[src/rtl/lcd_pkg.sv]
// Shared types and helpers for the LCD FIFO unloader: FSM state encoding,
// the LCD command prefix byte and the baud divisor calculation.
package lcd_pkg;

  typedef enum logic [2:0] {IDLE, POP, LOAD, START, DATA, STOP, GAP} state_t;

  localparam logic [7:0] LCD_CMD = 8'hFE;

  function automatic int calc_clks_per_bit(input int clk_freq, input int baud);
    return clk_freq / baud;
  endfunction

endpackage

[src/rtl/uart_tx_core.sv]
// 8N1 serializer: loads a byte on start, sends start, 8 data bits LSB first and
// STOP_BITS stop bits, each CLKS_PER_BIT clocks; done flags the last stop cycle.
module uart_tx_core
  import lcd_pkg::*;
#(
  parameter int CLKS_PER_BIT = 16,
  parameter int STOP_BITS    = 1
) (
  input  logic       clk,
  input  logic       rst_n,
  input  logic       start,
  input  logic [7:0] data,
  output logic       tx,
  output logic       done
);

  localparam int            CW        = (CLKS_PER_BIT > 1) ? $clog2(CLKS_PER_BIT) : 1;
  localparam logic [CW-1:0] CNT_LAST  = CW'(CLKS_PER_BIT - 1);
  localparam logic [2:0]    STOP_LAST = 3'(STOP_BITS - 1);

  state_t        state, state_nxt;
  logic [CW-1:0] cnt, cnt_nxt;
  logic [2:0]    bit_idx, bit_idx_nxt;
  logic [7:0]    shreg, shreg_nxt;
  logic          tx_nxt;
  logic          bit_end;

  assign bit_end = (cnt == CNT_LAST);
  assign done    = (state == STOP) && bit_end && (bit_idx == STOP_LAST);

  always_ff @(posedge clk or negedge rst_n) begin
    if (!rst_n) begin
      state   <= IDLE;
      cnt     <= '0;
      bit_idx <= '0;
      shreg   <= '0;
      tx      <= 1'b1;
    end else begin
      state   <= state_nxt;
      cnt     <= cnt_nxt;
      bit_idx <= bit_idx_nxt;
      shreg   <= shreg_nxt;
      tx      <= tx_nxt;
    end
  end

  // tx is updated one clock ahead so each level appears exactly on a bit boundary
  always_comb begin
    state_nxt   = state;
    cnt_nxt     = cnt;
    bit_idx_nxt = bit_idx;
    shreg_nxt   = shreg;
    tx_nxt      = tx;
    if (state != IDLE) cnt_nxt = bit_end ? '0 : cnt + CW'(1);
    case (state)
      IDLE: if (start) begin
        shreg_nxt   = data;
        tx_nxt      = 1'b0;
        cnt_nxt     = '0;
        bit_idx_nxt = '0;
        state_nxt   = START;
      end
      START: if (bit_end) begin
        tx_nxt    = shreg[0];
        shreg_nxt = shreg >> 1;
        state_nxt = DATA;
      end
      DATA: if (bit_end) begin
        if (bit_idx == 3'd7) begin
          tx_nxt      = 1'b1;
          bit_idx_nxt = '0;
          state_nxt   = STOP;
        end else begin
          tx_nxt      = shreg[0];
          shreg_nxt   = shreg >> 1;
          bit_idx_nxt = bit_idx + 3'd1;
        end
      end
      STOP: if (bit_end) begin
        if (bit_idx == STOP_LAST) begin
          bit_idx_nxt = '0;
          state_nxt   = IDLE;
        end else begin
          bit_idx_nxt = bit_idx + 3'd1;
        end
      end
      default: state_nxt = IDLE;
    endcase
  end

endmodule

[src/rtl/lcd_fifo_unloader.sv]
// Pops bytes from the LCD message FIFO and sends each one as an 8N1 frame to the
// serial LCD, followed by an idle gap so the display can digest commands.
module lcd_fifo_unloader
  import lcd_pkg::*;
#(
  parameter int CLK_FREQ  = 50000000,
  parameter int BAUD      = 9600,
  parameter int STOP_BITS = 1,
  parameter int GAP_CLKS  = 0
) (
  input  logic       clk,
  input  logic       rst_n,
  input  logic [7:0] q,
  input  logic       rdempty,
  output logic       rdreq,
  output logic       tx,
  output logic       busy,
  output logic       byte_done
);

  localparam int            CLKS_PER_BIT = calc_clks_per_bit(CLK_FREQ, BAUD);
  localparam int            GW           = (GAP_CLKS > 1) ? $clog2(GAP_CLKS) : 1;
  localparam logic [GW-1:0] GAP_LAST     = GW'((GAP_CLKS > 0) ? GAP_CLKS - 1 : 0);

  if (CLKS_PER_BIT < 2) begin : g_bad_baud
    $error("lcd_fifo_unloader: CLK_FREQ/BAUD must be at least 2");
  end
  if (STOP_BITS < 1 || STOP_BITS > 2) begin : g_bad_stop
    $error("lcd_fifo_unloader: STOP_BITS must be 1 or 2");
  end

  state_t        state, state_nxt;
  logic [GW-1:0] gap_cnt, gap_cnt_nxt;
  logic          tx_done;

  uart_tx_core #(
    .CLKS_PER_BIT (CLKS_PER_BIT),
    .STOP_BITS    (STOP_BITS)
  ) u_tx (
    .clk   (clk),
    .rst_n (rst_n),
    .start (state == LOAD),
    .data  (q),
    .tx    (tx),
    .done  (tx_done)
  );

  always_ff @(posedge clk or negedge rst_n) begin
    if (!rst_n) begin
      state   <= IDLE;
      gap_cnt <= '0;
    end else begin
      state   <= state_nxt;
      gap_cnt <= gap_cnt_nxt;
    end
  end

  // START stands for the whole frame here; the core tracks start/data/stop bits
  always_comb begin
    state_nxt   = state;
    gap_cnt_nxt = gap_cnt;
    case (state)
      IDLE:  if (!rdempty) state_nxt = POP;
      POP:   state_nxt = LOAD;
      LOAD:  state_nxt = START;
      START: if (tx_done) state_nxt = (GAP_CLKS > 0) ? GAP : IDLE;
      GAP: begin
        if (gap_cnt == GAP_LAST) begin
          gap_cnt_nxt = '0;
          state_nxt   = IDLE;
        end else begin
          gap_cnt_nxt = gap_cnt + GW'(1);
        end
      end
      default: state_nxt = IDLE;
    endcase
  end

  assign rdreq     = (state == POP);
  assign busy      = (state != IDLE);
  assign byte_done = tx_done;

endmodule

[config.mk]
export PLATFORM = sky130hd
export DESIGN_NAME = lcd_fifo_unloader
export DESIGN_NICKNAME = d
export VERILOG_FILES = /design/src/rtl/lcd_pkg.sv /design/src/rtl/uart_tx_core.sv /design/src/rtl/lcd_fifo_unloader.sv
export SDC_FILE = /design/constraint.sdc
export NUM_CORES = 1
export LEC_CHECK = 0
export CORE_MARGIN = 2
export CORE_UTILIZATION = 50
export DETAILED_ROUTE_END_ITERATION = 10
export PLACE_DENSITY = 0.73
export SLEW_MARGIN = 5
export SYNTH_ARGS = -nofsm -noshare
export SYNTH_HDL_FRONTEND = slang
export SYNTH_SLANG_ARGS = --single-unit
[constraint.sdc]
create_clock -name clk -period 2 [get_ports clk]
set_input_delay 0.2 -clock clk [delete_from_list [all_inputs] [get_ports clk]]
set_output_delay 0.2 -clock clk [all_outputs]
set_load 0.005 [all_outputs]
# Yosys cells after proc, flatten, opt, wreduce, memory -nomap -nowiden
# Cells that the tools add are included.
[totals] mem_bits_ro=0 ram_bits=0 register_bits=32 in_bits=11 latch_bits=0 out_inout_bits=4 mem_count=0
[classes] n_reduce_logical=14 add_sub_neg=3 n_mul=0 n_eq_ne=19 div=0 n_mux=32 order_cmp=0 shift=0 bitwise=0
[ops] op="13-bit two-way mux" count=4
[ops] op="3-bit two-way mux" count=14
[ops] op="8-bit two-way mux" count=4
[ops] op="8-bit one-hot mux with 3 select lines" count=1
[ops] op="3-bit one-hot mux with 5 select lines" count=1
[ops] op="13-bit by 1-bit adder with 13-bit output (second input constant)" count=1
[ops] op="13-bit == test (second input constant)" count=1
[ops] op="3-bit == test (second input constant)" count=4
[ops] op="3-bit one-hot mux with 4 select lines" count=1
[ops] op="3-bit nonzero test" count=4
[ops] op="2-bit by 1-bit != test with 1-bit output (second input constant)" count=5
[ops] op="2-bit != test (second input constant)" count=5
[ops] op="3-bit by 2-bit == test with 1-bit output (second input constant)" count=3
[ops] op="3-bit zero test" count=3
[ops] op="3-bit one-hot mux with 3 select lines" count=1
[ops] op="4-bit AND reduction" count=2
[ops] op="6-bit AND reduction" count=1
[ops] op="1-bit two-way mux" count=5
[ops] op="5-bit AND reduction" count=1
[ops] op="3-bit by 1-bit adder with 3-bit output (second input constant)" count=1
[ops] op="3-bit by 1-bit == test with 1-bit output (second input constant)" count=1
[ops] op="1-bit one-hot mux with 3 select lines" count=1
[ops] op="3-bit AND reduction" count=1
[ops] op="1-bit logical AND" count=2
[ops] op="1-bit adder (second input constant)" count=1

# Longest topological paths before layout
[depth] depth_word=5 mapped_depth=7 mapped_depth_nobuf=6

# Hierarchy
# Synthesis repeated with hierarchy kept, for this count alone.
[hier_totals] hier_cells=193 area_unflattened_um2=1754.2
[modules_own_cells] module="uart_tx_core" cells_each=177 instances=1 area_per_inst_um2=1579.0
[modules_own_cells] module="lcd_fifo_unloader" cells_each=16 instances=1 area_per_inst_um2=175.2

# Worst setup path before layout
# Ideal clock, no wire load.
[synth_path] kind="reg2reg" start="reg u_tx.cnt[0]" end="reg u_tx.shreg[1]" path_buffers=1 stages_incl_launch_ff=7 period_less_slack_ns=1.792 setup_slack_ns=0.208 arrival_time_ns=1.667 setup_time_ns=0.125 t_required_ns=1.875 cell_sequence="dfrtp_1 -> ha_1 -> and4_2 -> buf_2 -> nand3_2 -> o21ai_4 -> mux2_2"
[synth_via] elab_chain_cells=3 word_cells_on_any_way=4 cone_classes="eq/ne: 3; reduce/logical: 1"
[synth_rtl] element="start: declaration" line="uart_tx_core.sv:22" source="logic [CW-1:0] cnt, cnt_nxt;"
[synth_rtl] element="start signal: assignment" line="uart_tx_core.sv:40" source="cnt <= cnt_nxt;"
[synth_rtl] element="13-bit == test (*)" line="uart_tx_core.sv:28" source="assign bit_end = (cnt == CNT_LAST);"
[synth_rtl] element="2-bit by 1-bit != test with 1-bit output (no line)"
[synth_rtl] element="5-bit AND reduction (no line) (*)"
[synth_rtl] element="end signal: assignment" line="uart_tx_core.sv:42" source="shreg <= shreg_nxt;"
[synth_rtl] element="end: declaration" line="uart_tx_core.sv:24" source="logic [7:0] shreg, shreg_nxt;"
# Every way passes the cells marked *; elsewhere a longest branch is shown, timed or not.
# A chain may end at the register's enable or synchronous reset.

# Final worst setup path
[layout_path] start="reg u_tx.cnt[7]" end="out byte_done"
[layout_via] elab_chain_cells=3
[layout_rtl] element="13-bit == test" line="uart_tx_core.sv:28"
[layout_rtl] element="1-bit logical AND (2 in a row)" line="uart_tx_core.sv:29" source="assign done = (state == STOP) && bit_end && (bit_idx == STOP_LAST);"
[layout_rtl] element="end: declaration" line="lcd_fifo_unloader.sv:18" source="output logic byte_done"
# No other way between the ends.

==> impl_metrics.json <==
{
  "status": "finished, final reports clean",
  "root_buffer": "clkbuf_8",
  "critPathKind": "reg2out",
  "cp.arrival_ns": 1.74,
  "grt_max_degree": 31,
  "power_density_nw_per_um2": 503,
  "routedWlPerCell_microns": 15.0,
  "initial_utilization_pct": 51.6,
  "layout_commonest_cell": "dfrtp_1",
  "place_ws_ns": 0.0921,
  "syn_inst": 190,
  "drc": 0,
  "clkTransAtPathRegs_ns": 0.07,
  "met1_length_microns": 1830,
  "die_area_sq_um": 4250,
  "setup_slack_ns": 0.0592,
  "synth.area.top_cells": "dfrtp_1, mux2_2, ha_1, nand2_1, a31oi_1",
  "track_usage_pct": 22.9,
  "fmax_mhz": 515,
  "coreArea_sq_um": 3630,
  "syn_area_per_cell_sq_um": 9.86,
  "hold_class": "in2async",
  "die_x_microns": 65.2,
  "dpl.cell_count": 261,
  "yosysWarningCount": 0,
  "dr_wl_met2_microns": 2060,
  "syn_to_final_growth_pct": 24.2,
  "place_area_sq_um": 2160,
  "holdBufCountCts": 0,
  "worstSkewPairLatency_ns": 0.28,
  "finalMaxSlewViolations": 0,
  "cp.required_ns": 1.80,
  "wl_microns": 4150,
  "worst_clock_skew_ns": 0.00518,
  "worst_setup_path_start_kind": "register",
  "antennaDiodeCount": 0,
  "ys.flop_type": "dfrtp_1",
  "syn_nets": 209,
  "vias": 1623,
  "endpoint_kind": "output pin",
  "fin_cells": 277,
  "synth_seq_area_share_pct": 40.1,
  "layout_min_cycle_time_ns": 1.94,
  "synth_edf_count": 0,
  "final_cell_mix": "dfrtp_1, buf_4, nand2_1, mux2_2, clkdlybuf4s50_1",
  "top_layer_used": "met4",
  "power_frac_seq_pct": 52.8,
  "fin_nets": 247,
  "cts_buffers": 5,
  "fin_area_sq_um": 2330,
  "pwr-share-clk_pct": 43.1,
  "hold_violations": 0,
  "p_comb_share_pct": 4.1,
  "grt_antenna_before_repair": 0,
  "p_int_uw": 921,
  "syn_area_sq_um": 1870,
  "cts_tree": "done",
  "p_sw_uw": 250,
  "met3_length_microns": 172,
  "critPathMaxFanout": 2,
  "p_sw_share_pct": 21.4,
  "holdWs_ns": 0.312,
  "cts_buffer_depth": 2,
  "hpwl_microns": 2890,
  "drv_cap": 0,
  "clock_sinks": 30,
  "vias_per_cell": 5.86,
  "place_congestion": 0.874,
  "tightest_slew_ns": 0.394,
  "grt_pass1_vias": 1629,
  "gr-total-overflow": 0,
  "power.leakage_uw": 0.00101,
  "drive_above_1_share_pct": 26.2,
  "ant_nets": 0,
  "synthArstFlopShare_pct": 100,
  "yosysTopAreaCell": "dfrtp_1",
  "ys_ff_latch": 30,
  "die_y_microns": 65.2,
  "port_buffers": 14,
  "synth_top_area_share_pct": 38.7,
  "num_rows": 22,
  "rrSetupSlack_ns": 0.09,
  "h-tree-depth": 2,
  "finalCritPeriodShare_pct": 97.0,
  "drt_pass1_iterations": 4,
  "maxSlewHeadroom_pct": 73.8,
  "finalSetupTns_ns": 0,
  "ys_types": 48,
  "drt_iter0_markers": 58,
  "ioPinCount": 15,
  "setup_violations": 0,
  "irDropWorstVdd_mv": 0.424,
  "grt_pass1_wl_microns": 7450
}
## power by group through the flow
stage                     combinational, uW  sequential [uW]  clock, uW
after CTS                              48.6              619        518
after global routing                   53.0              620        545
after floorplan                        14.2              629          0
after detailed placement               48.4              630          0
after global placement                 46.9              630          0
final                                  47.5              619        505
## cells by family (layout without fill, tap and decap cells)
logic type | after synthesis | in the layout | synth area share [%]
muxes | 20 | 20 | 11.7
adders and majority gates | 8 | 8 | 5.34
DFF | 30 | 30 | 40.1
AOI/OAI and AO/OA | 46 | 46 | 16.6
buffers and inverters | 19 | 58 | 4.41
and+or+nand+nor | 67 | 67 | 21.8
## state kept, by name, summed over array words and instances, names as in the netlist
signal	count
u_tx.bit_idx	3
u_tx.tx	1
u_tx.state	3
state	2
u_tx.cnt	13
u_tx.shreg	8
## critical path, cell delays in order, from the launching register on
cell           delay (ns)
dfrtp_1              0.42
nor4b_4              0.33
buf_4                0.16
and3_4               0.17
and3_1               0.15
dlygate4sd2_1        0.23
## cell usage after synthesis, types with 2 or more instances
cell type	instances
a211o_1	2
a21oi_1	9
a311oi_1	2
a31oi_1	9
and3_1	4
buf_2	3
buf_4	2
clkbuf_1	3
dfrtp_1	29
ha_1	8
inv_1	10
mux2_2	15
mux2i_1	5
nand2_1	19
nand2b_1	3
nand3_1	7
nand3b_1	3
nand4_1	5
nor2_1	7
nor2b_1	2
nor3_1	3
nor4_1	2
nor4b_4	2
o21a_1	2
o21ai_0	10
o31a_1	2
## layout make-up
type / instances / area [sq um]
well taps: 48 / 60.1
repair buffers: 40 / 334
clock inverters: 1 / 5.00
flip-flops and latches: 30 / 753
multi-input cells: 141 / 1050
fillers: 316 / 1310
inverters: 10 / 37.5
clock buffers: 7 / 86.3
## metrics by stage
step	utilization (%)	total power, uW
floorplan	-	643
global placement	59.6	677
detailed placement	59.6	679
CTS	63.3	1190
global route	64.1	1220
finish	64.1	1170
## layer usage
metal / global-route usage, % / vias to the layer above
met5: 0 / -
met4: 9.64 / 0
met3: 4.79 / 10
met2: 40.2 / 39
met1: 27.0 / 789
li1: - / 785
## repair_timing
action                                  CTS  global route
endpoints found under the setup margin    1             9
resized for setup                         4             2
pin swaps                                 3             2
setup buffers                             5             3
## final timing paths
path	startpoint	end	cells after the start
setup / recovery	u_tx.cnt[7]	byte_done	5
min in group clk	q[7]	u_tx.shreg[7]	3
setup reg to reg	u_tx.cnt[7]	u_tx.shreg[3]	6
hold / removal	rst_n	u_tx.shreg[7]	2
hold reg to reg	u_tx.shreg[3]	u_tx.shreg[3]	1
max in group asynchronous	rst_n	u_tx.tx	2
No activity file was read; power rests on OpenSTA's default activity.
